$ cat config.mk
export PLATFORM = sky130hd
export DESIGN_NAME = pwm_trip_ctrl
export DESIGN_NICKNAME = d
export VERILOG_FILES = /design/src/rtl/pwm_trip_ctrl.sv
export SDC_FILE = /design/constraint.sdc
export NUM_CORES = 1
export LEC_CHECK = 0
export ABC_AREA = 1
export CORE_MARGIN = 2
export CORE_UTILIZATION = 45
export CTS_BUF_LIST = sky130_fd_sc_hd__clkbuf_8
export CTS_CLUSTER_SIZE = 12
export DETAILED_ROUTE_END_ITERATION = 10
export HOLD_SLACK_MARGIN = 0.05
export PLACE_DENSITY = 0.77
export SLEW_MARGIN = 30
export SYNTH_ARGS = -nofsm -noshare
export SYNTH_HDL_FRONTEND = slang
export SYNTH_SLANG_ARGS = --single-unit
$ cat constraint.sdc
create_clock -name clk -period 2.2 [get_ports clk]
set_clock_uncertainty 0.1 [all_clocks]
set_input_delay 0.33 -clock clk [delete_from_list [all_inputs] [get_ports clk]]
set_output_delay 0.33 -clock clk [all_outputs]
set_load 0.01 [all_outputs]
$ cat src/rtl/pwm_trip_ctrl.sv
// pwm_trip_ctrl: output-stage trip protection for the eight pwm_16bits outputs
module pwm_trip_ctrl #(
   parameter int N_CH          = 4,
   parameter int FILT_WIDTH    = 8,
   parameter int TRIPCNT_WIDTH = 16
) (
   input  logic                     clk,
   input  logic                     reset,
   input  logic [N_CH-1:0]          pwm_in_A,
   input  logic [N_CH-1:0]          pwm_in_B,
   input  logic                     cycle_start,
   input  logic                     fault_n,
   input  logic                     trip_sw,
   input  logic                     trip_en,
   input  logic                     trip_mode,
   input  logic [FILT_WIDTH-1:0]    filt_len,
   input  logic [N_CH-1:0]          safe_A,
   input  logic [N_CH-1:0]          safe_B,
   input  logic                     trip_clear,
   output logic [N_CH-1:0]          pwm_out_A,
   output logic [N_CH-1:0]          pwm_out_B,
   output logic                     tripped,
   output logic                     trip_irq,
   output logic [TRIPCNT_WIDTH-1:0] trip_count
);
   typedef enum logic [1:0] {ARMED, TRIP_OSHT, TRIP_CBC} state_t;
   state_t                   r_state;
   logic                     r_sync1;
   logic                     r_sync2;
   logic [FILT_WIDTH-1:0]    r_filt_cnt;
   logic                     r_irq;
   logic [TRIPCNT_WIDTH-1:0] r_count;
   logic                     w_fault_qual;
   logic                     w_trip_req;
   logic                     w_safe;
   assign w_fault_qual = r_sync2 && (r_filt_cnt >= filt_len);
   assign w_trip_req   = trip_en && (w_fault_qual || trip_sw);
   assign w_safe       = reset || (r_state != ARMED);
   assign pwm_out_A    = w_safe ? safe_A : pwm_in_A;
   assign pwm_out_B    = w_safe ? safe_B : pwm_in_B;
   assign tripped      = r_state != ARMED;
   assign trip_irq     = r_irq;
   assign trip_count   = r_count;
   // two-flop synchroniser for the active-low asynchronous fault pin
   always_ff @(posedge clk or posedge reset) begin
      if (reset) begin
         r_sync1 <= 1'b0;
         r_sync2 <= 1'b0;
      end else begin
         r_sync1 <= ~fault_n;
         r_sync2 <= r_sync1;
      end
   end
   // glitch filter: counts consecutive synced fault cycles, saturating
   always_ff @(posedge clk or posedge reset) begin
      if (reset)
         r_filt_cnt <= '0;
      else
         r_filt_cnt <= !r_sync2 ? '0 : (&r_filt_cnt) ? r_filt_cnt : r_filt_cnt + FILT_WIDTH'(1);
   end
   // trip state machine with registered interrupt pulse and saturating event counter
   always_ff @(posedge clk or posedge reset) begin
      if (reset) begin
         r_state <= ARMED;
         r_irq   <= 1'b0;
         r_count <= '0;
      end else begin
         r_irq <= 1'b0;
         case (r_state)
            ARMED: if (w_trip_req) begin
               r_state <= (trip_sw || !trip_mode) ? TRIP_OSHT : TRIP_CBC;
               r_irq   <= 1'b1;
               r_count <= (&r_count) ? r_count : r_count + TRIPCNT_WIDTH'(1);
            end
            TRIP_OSHT: if (trip_clear && !w_trip_req) r_state <= ARMED;
            TRIP_CBC:
               if (trip_sw)
                  r_state <= TRIP_OSHT;
               else if ((cycle_start && !w_fault_qual) || (trip_clear && !w_trip_req))
                  r_state <= ARMED;
            default: r_state <= ARMED;
         endcase
      end
   end
endmodule

==> results of run 1 <==
-- stage by stage --
step | std cells | total power (uW)
final | 366 | 1890
after global routing | 366 | 2010
after CTS | 362 | 1820
after detailed placement | 354 | 1360
after global placement | 354 | 1350
after floorplan | 241 | 1010
-- worst max-delay path, stage by stage --
cell,delay (ns)
clkdlybuf4s50_1,0.45
inv_1,0.04
nand2_1,0.07
buf_4,0.13
mux2_2,0.33
dlygate4sd2_1,0.28
-- final timing paths --
path,startpoint,endpoint,slack [ns],cells past startpoint
worst max-delay path,reset,pwm_out_A[2],0.12,6
worst min-delay path,r_sync1$_DFF_PP0_,r_sync2$_DFF_PP0_,0.25,0
worst max register to register,r_filt_cnt[0]$_DFFE_PP0P_,trip_count[5]$_DFFE_PP0P_,0.17,15
worst min register to register,r_sync1$_DFF_PP0_,r_sync2$_DFF_PP0_,0.25,0
max in group asynchronous,reset,r_sync1$_DFF_PP0_,1.39,3
min in group asynchronous,reset,r_filt_cnt[6]$_DFFE_PP0P_,0.34,3
-- per-layer routing --
layer  share of wire  wire, um  global-route usage  vias to the layer above
met3           0.067       311              0.0633                        5
met5               0         0                   0                        -
met2            0.50      2310               0.335                       65
met1            0.42      1940               0.245                      878
met4           0.014        66              0.0686                        0
li1                -         -                   -                      933
-- state kept, by name, indices dropped and copies added, names as in the netlist --
signal / count
r_filt_cnt: 8
trip_count: 16
r_state: 2
r_sync1: 1
r_sync2: 1
trip_irq: 1
-- logic make-up (layout without fill, tap and decap cells) --
logic type,after synthesis,in the layout,synth area share
and+or+nand+nor,123,123,0.295
buffers and inverters,36,111,0.0803
DFF,29,29,0.382
AOI/OAI and AO/OA,21,21,0.0652
xor gates and xnor gates,14,14,0.0645
adders and majority gates,10,10,0.0658
muxes,8,8,0.0474
-- what timing repair did --
item / CTS / global route
gates resized for setup: 8 / 15
setup buffers: 0 / 1
endpoints found under the setup margin: 8 / 18
hold buffers: 0 / 0
pin swaps: 0 / 9
cloned: 0 / 3
-- power by group through the flow --
stage	sequential, uW	clock [uW]	combinational [uW]
3_3_place_gp	668	0	681
5_1_grt	677	522	811
3_5_place_dp	668	0	694
4_1_cts	659	493	673
6_report	663	488	739
2_1_floorplan	676	0	335
-- area by class of cell --
cell class	count	area, um2	share of cell area
Multi-Input combinational cell	176	1060	0.379
Timing Repair Buffer	72	736	0.262
Sequential cell	29	726	0.259
Inverter	31	116	0.0415
Clock buffer	7	96.3	0.0343
Tap cell	50	62.6	0.0223
Clock inverter	1	5.00	0.00178
-- placed cells by master, fill, tap and decap left out, types with 2 or more instances in the layout --
master and count:
ha_4 2, xor2_1 9, nand3_1 22, inv_2 3
ha_1 8, nand2_2 4, dlymetal6s2s_1 3, mux2_2 8
clkdlybuf4s50_1 46, a21oi_1 3, nand2_1 64, inv_1 28
nor2_1 17, o21ai_0 6, buf_4 10, buf_6 2
dfrtp_1 29, xnor2_1 5, a31oi_1 4, clkbuf_16 2
o21ai_1 3, nor3_1 6, nand3b_1 2, dlygate4sd2_1 8
clkbuf_8 7, nand3_2 2
==> impl_results.md, run 1 <==
- Starting density of the core: 0.472
- Die height: 69.0 um
- # H-tree levels: 2
- Switching share of power: 0.322
- Top_reg_cell synth: dfrtp_1
- GRT overflow: 0
- Final Hold Viols: 0
- DP Area: 2590 um2
- Fin Hold WS: 0.253 ns
- Area fraction of the dominant cell type after synthesis: 0.382
- Row count: 23
- Gr usage total: 0.201
- Arrival time at the worst endpoint: 1.65 ns
- Pint: 1280 uW
- CTS clk-pin slew, worst paths: 0.06 ns
- Placement Setup Slack: -0.224 ns
- FMAX: 481 MHz
- Synth cell types: 30
- DR pass1 iterations: 4
- Starting DRT DRC Count: 116
- Final TNS setup: 0 ns
- WL final: 4630 um
- Clk pwr share: 0.258
- Core Util, Final: 0.697
- Net Count, Synth: 283
- Slew @ Worst Pin: 0.523 ns
- Die ar.: 4760 um2
- Outcome: finished, final reports clean
- Syn Area/Cell: 7.89 um2
- Root buffer cell: clkbuf_8
- Share of layout cells above drive strength 1: 0.146
- Largest area contributor in the netlist: dfrtp_1
- Seq cells post-synth: 29
- Initial antenna violation count: 0
- Core region area: 4030 um2
- Setup Viol. Count Final: 0
- Routed Antenna Nets: 0
- Final worst slack: 0.122 ns
- Cell leakage power: 0.00138 uW
- CTS max path bufs: 2
- Crit Path Category: input port to output port
- Top Ports: 58
- Vias in the first global route: 1,724
- Post-Synthesis Cell Area: 1900 um2
- YS warnings: 0
- Period minus WS final: 2.08 ns
- Clock sinks: 29
- ANT cells: 0
- Max-Cap Viols: 0
- Layout Nets: 357
- Worst setup EP type: output port
- Vias per inst: 5.14
- Worst Path Max Fanout: 4
- Layout area overhead: 47.7%
- VDD IR max: 0.421 mV
- Die width: 69.0 um
- Seq pwr share: 0.351
- Logic pwr share: 0.391
- Top-count cell post-synth: nand2_1
- Register area share after synthesis: 0.382
- Placer Congestion: 0.834
- CTS buffer count: 5
- Synth area leaders: dfrtp_1 (38%), nand2_1 (13%), ha_1 (6.6%)
- Net Sw Power: 609 uW
- Synth top cells by count: nand2_1 (67), inv_1 (31), dfrtp_1 (29)
- PwrDens: 673 nW/um2
- PortBufs: 57
- DR WL/cell: 12.7 um
- Fraction of registers with async set/reset: 1.00
- CTS tree: yes
- Required time of the worst setup path: 1.77 ns
- Slew Limit Fails: 0
- Fillers: 341
- First-pass GRT wire length: 7070 um
- Largest net degree at the start of global routing: 30
- Vias: 1,881
- Worst skew pair latency: 0.28 ns
- Period utilisation layout: 0.944
- Post-synth EDFFs: 0
- DRC Markers: 0
- DP HPWL: 3130 um
- Mapped Cells: 241
- Cell area after layout: 2810 um2
- Rel. slew slack: 0.649
- Worst setup SP type: input port
- Worst min path class: flip-flop to flip-flop
Power figures use the tool's default switching activity.
==> inputs of run 2 (changes only) <==
Settings changed: CTS_CLUSTER_SIZE 12 to 8, PLACE_DENSITY 0.77 to default, PLACE_DENSITY_LB_ADDON from default to 0.2, SLEW_MARGIN 30 to 20.
==> impl_results.md, run 2 (synthesized netlist as in run 1, its figures left out) <==
- Post-Layout Cell Count: 361 (-1.4%)
- Share of layout cells above drive strength 1: 0.116 (-0.0298)
- Period utilisation layout: 0.945 (about the same)
- Arrival time at the worst endpoint: 1.65 ns (about the same)
- DR pass1 iterations: 4 (unchanged)
- # H-tree levels: 2 (unchanged)
- PwrDens: 647 nW/um2 (-3.9%)
- DRC Markers: 0 (unchanged)
- Reg2reg path depth: 15 (unchanged)
- Seq pwr share: 0.388 (+0.037)
- CTS max path bufs: 2 (unchanged)
- Final Hold Viols: 0 (unchanged)
- Slew Limit Fails: 0 (unchanged)
- Layout Nets: 352 (-1.4%)
- Die ar.: 4760 um2 (unchanged)
- Placer Congestion: 0.841 (+0.76%)
- CTS tree: yes
- Slowest stage delay, CP: 0.45 ns (about the same)
- Starting DRT DRC Count: 100 (-14%)
- Worst setup EP type: output port
- VDD IR max: 0.369 mV (-12%)
- ANT cells: 0 (unchanged)
- Worst Path Max Fanout: 5 (+1)
- Max reg flops: 16 (unchanged)
- Postcts setup bufs: 0 (unchanged)
- Commonest non-fill, non-tap cell in the layout: nand2_1
- Fillers: 362 (+6.2%)
- Most frequent cells in the layout: nand2_1 (67), clkdlybuf4s50_1 (49), inv_1 (31)
- Vias per inst: 4.98 (-3.0%)
- Placed insts: 353 (-0.28%)
- Logic pwr share: 0.372 (-0.019)
- Required time of the worst setup path: 1.77 ns (about the same)
- Final TNS setup: 0 ns (unchanged)
- Largest net degree at the start of global routing: 30 (unchanged)
- Setup Viol. Count Final: 0 (unchanged)
- Core Util, Final: 0.668 (-0.0289)
- GRT overflow: 0 (unchanged)
- Top Ports: 58 (unchanged)
- Root buffer cell: clkbuf_8
- WL final: 4260 um (-8.1%)
- Vias in the first global route: 1,705 (-1.1%)
- Hold_buf cts: 0 (unchanged)
- CTS buffer count: 5 (unchanged)
- Pint: 1160 uW (-9.4%)
- Die height: 69.0 um (unchanged)
- Gr usage total: 0.203 (+0.00178)
- WHS Path Cells: 0 (unchanged)
- Clk pwr share: 0.240 (-0.018)
- Worst setup SP type: input port
- Slowest CP cell: clkdlybuf4s50_1
- Core region area: 4030 um2 (unchanged)
- DR WL/cell: 11.8 um (-6.8%)
- Starting density of the core: 0.472 (unchanged)
- Cell area after layout: 2690 um2 (-4.1%)
- CTS clk-pin slew, worst paths: 0.06 ns (about the same)
- Net Sw Power: 581 uW (-4.6%)
- First-pass GRT wire length: 7160 um (+1.3%)
- PortBufs: 57 (unchanged)
- Period minus WS final: 2.08 ns (+0.00121 ns)
- Reg2Reg Setup Slack: 0.25 ns (+0.08 ns)
- Worst skew pair latency: 0.28 ns (about the same)
- Rel. slew slack: 0.663 (+0.0142)
- Clock sinks: 29 (unchanged)
- Routed Antenna Nets: 0 (unchanged)
- Outcome: finished, final reports clean
- Row count: 23 (unchanged)
- FMAX: 481 MHz (about the same)
- Critical Path, Cell by Cell: clkdlybuf4s50_1, inv_1, nand2_1, buf_4, mux2_2, dlygate4sd2_1
- Switching share of power: 0.334 (+0.0112)
- Vias: 1,799 (-4.4%)
- Initial antenna violation count: 0 (unchanged)
- Slew @ Worst Pin: 0.502 ns (-0.0212 ns)
- Max-Cap Viols: 0 (unchanged)
- Die width: 69.0 um (unchanged)
- DP Area: 2580 um2 (-0.29%)
- Crit Path Category: input port to output port
- Layout area overhead: 41.5%
- Worst min path class: flip-flop to flip-flop
- Cell leakage power: 0.00130 uW (-5.6%)
- DP HPWL: 3250 um (+3.8%)
-- run 2: changes by cell type in the layout (fill, tap and decap cells not counted), moves of 2 or more --
cell	previous run	this run
buf_6	2	0
inv_2	3	1
nand2_2	4	2
clkdlybuf4s50_1	46	49
dlymetal6s2s_1	3	0
inv_1	28	31
nand2_1	64	67
clkbuf_16	2	0
clkbuf_8	7	5
-- run 2: layout make-up --
cell class,instances,area [um2],share of cell area
clock buffers,5,68.8,0.0256
clock inverters,3,13.8,0.00512
inverters,31,116,0.0433
multi-input cells,176,1050,0.392
flip-flops and latches,29,726,0.270
well taps,50,62.6,0.0233
repair buffers,67,648,0.241
-- run 2: through the flow --
step | hold slack, ns | setup slack, ns | total power (uW)
CTS | 0.249 | 0.0816 | 1750
floorplan | 0.231 | 0.0757 | 1010
global placement | 0.234 | -0.136 | 1330
global route | 0.264 | -0.00804 | 1860
detailed placement | 0.235 | -0.213 | 1350
finish | 0.249 | 0.121 | 1740
-- run 2: what timing repair did --
action / CTS / global route
pin swaps: 0 / 2
resized for setup: 9 / 5
endpoints found under the setup margin: 8 / 12
cloned: 0 / 0
-- run 2: power groups by stage --
stage	combinational [uW]	sequential (uW)	clock, uW
after floorplan	335	676	0
after global placement	655	678	0
after detailed placement	667	681	0
after CTS	645	674	428
after global routing	721	688	450
final	648	675	418
-- run 2: layer usage --
metal,vias to the layer above,part of all wire,GRT usage
met5,-,0,0
met3,6,0.066,0.0455
met4,0,0.0096,0.0735
met1,805,0.47,0.265
met2,73,0.46,0.329
li1,915,-,-
-- run 2: worst paths after layout --
path / endpoint / from
min reg2reg: r_sync2$_DFF_PP0_ / r_sync1$_DFF_PP0_
min: r_sync2$_DFF_PP0_ / r_sync1$_DFF_PP0_
max reg2reg: trip_count[5]$_DFFE_PP0P_ / r_filt_cnt[2]$_DFFE_PP0P_
min in group asynchronous: trip_count[9]$_DFFE_PP0P_ / reset
max in group asynchronous: r_filt_cnt[3]$_DFFE_PP0P_ / reset
max: pwm_out_A[1] / reset
-- run 2: critical path: cells and delay by family --
family        cells  cell delay (ns)
buf+inv           4             0.92
mux               1             0.32
simple gates      1             0.07
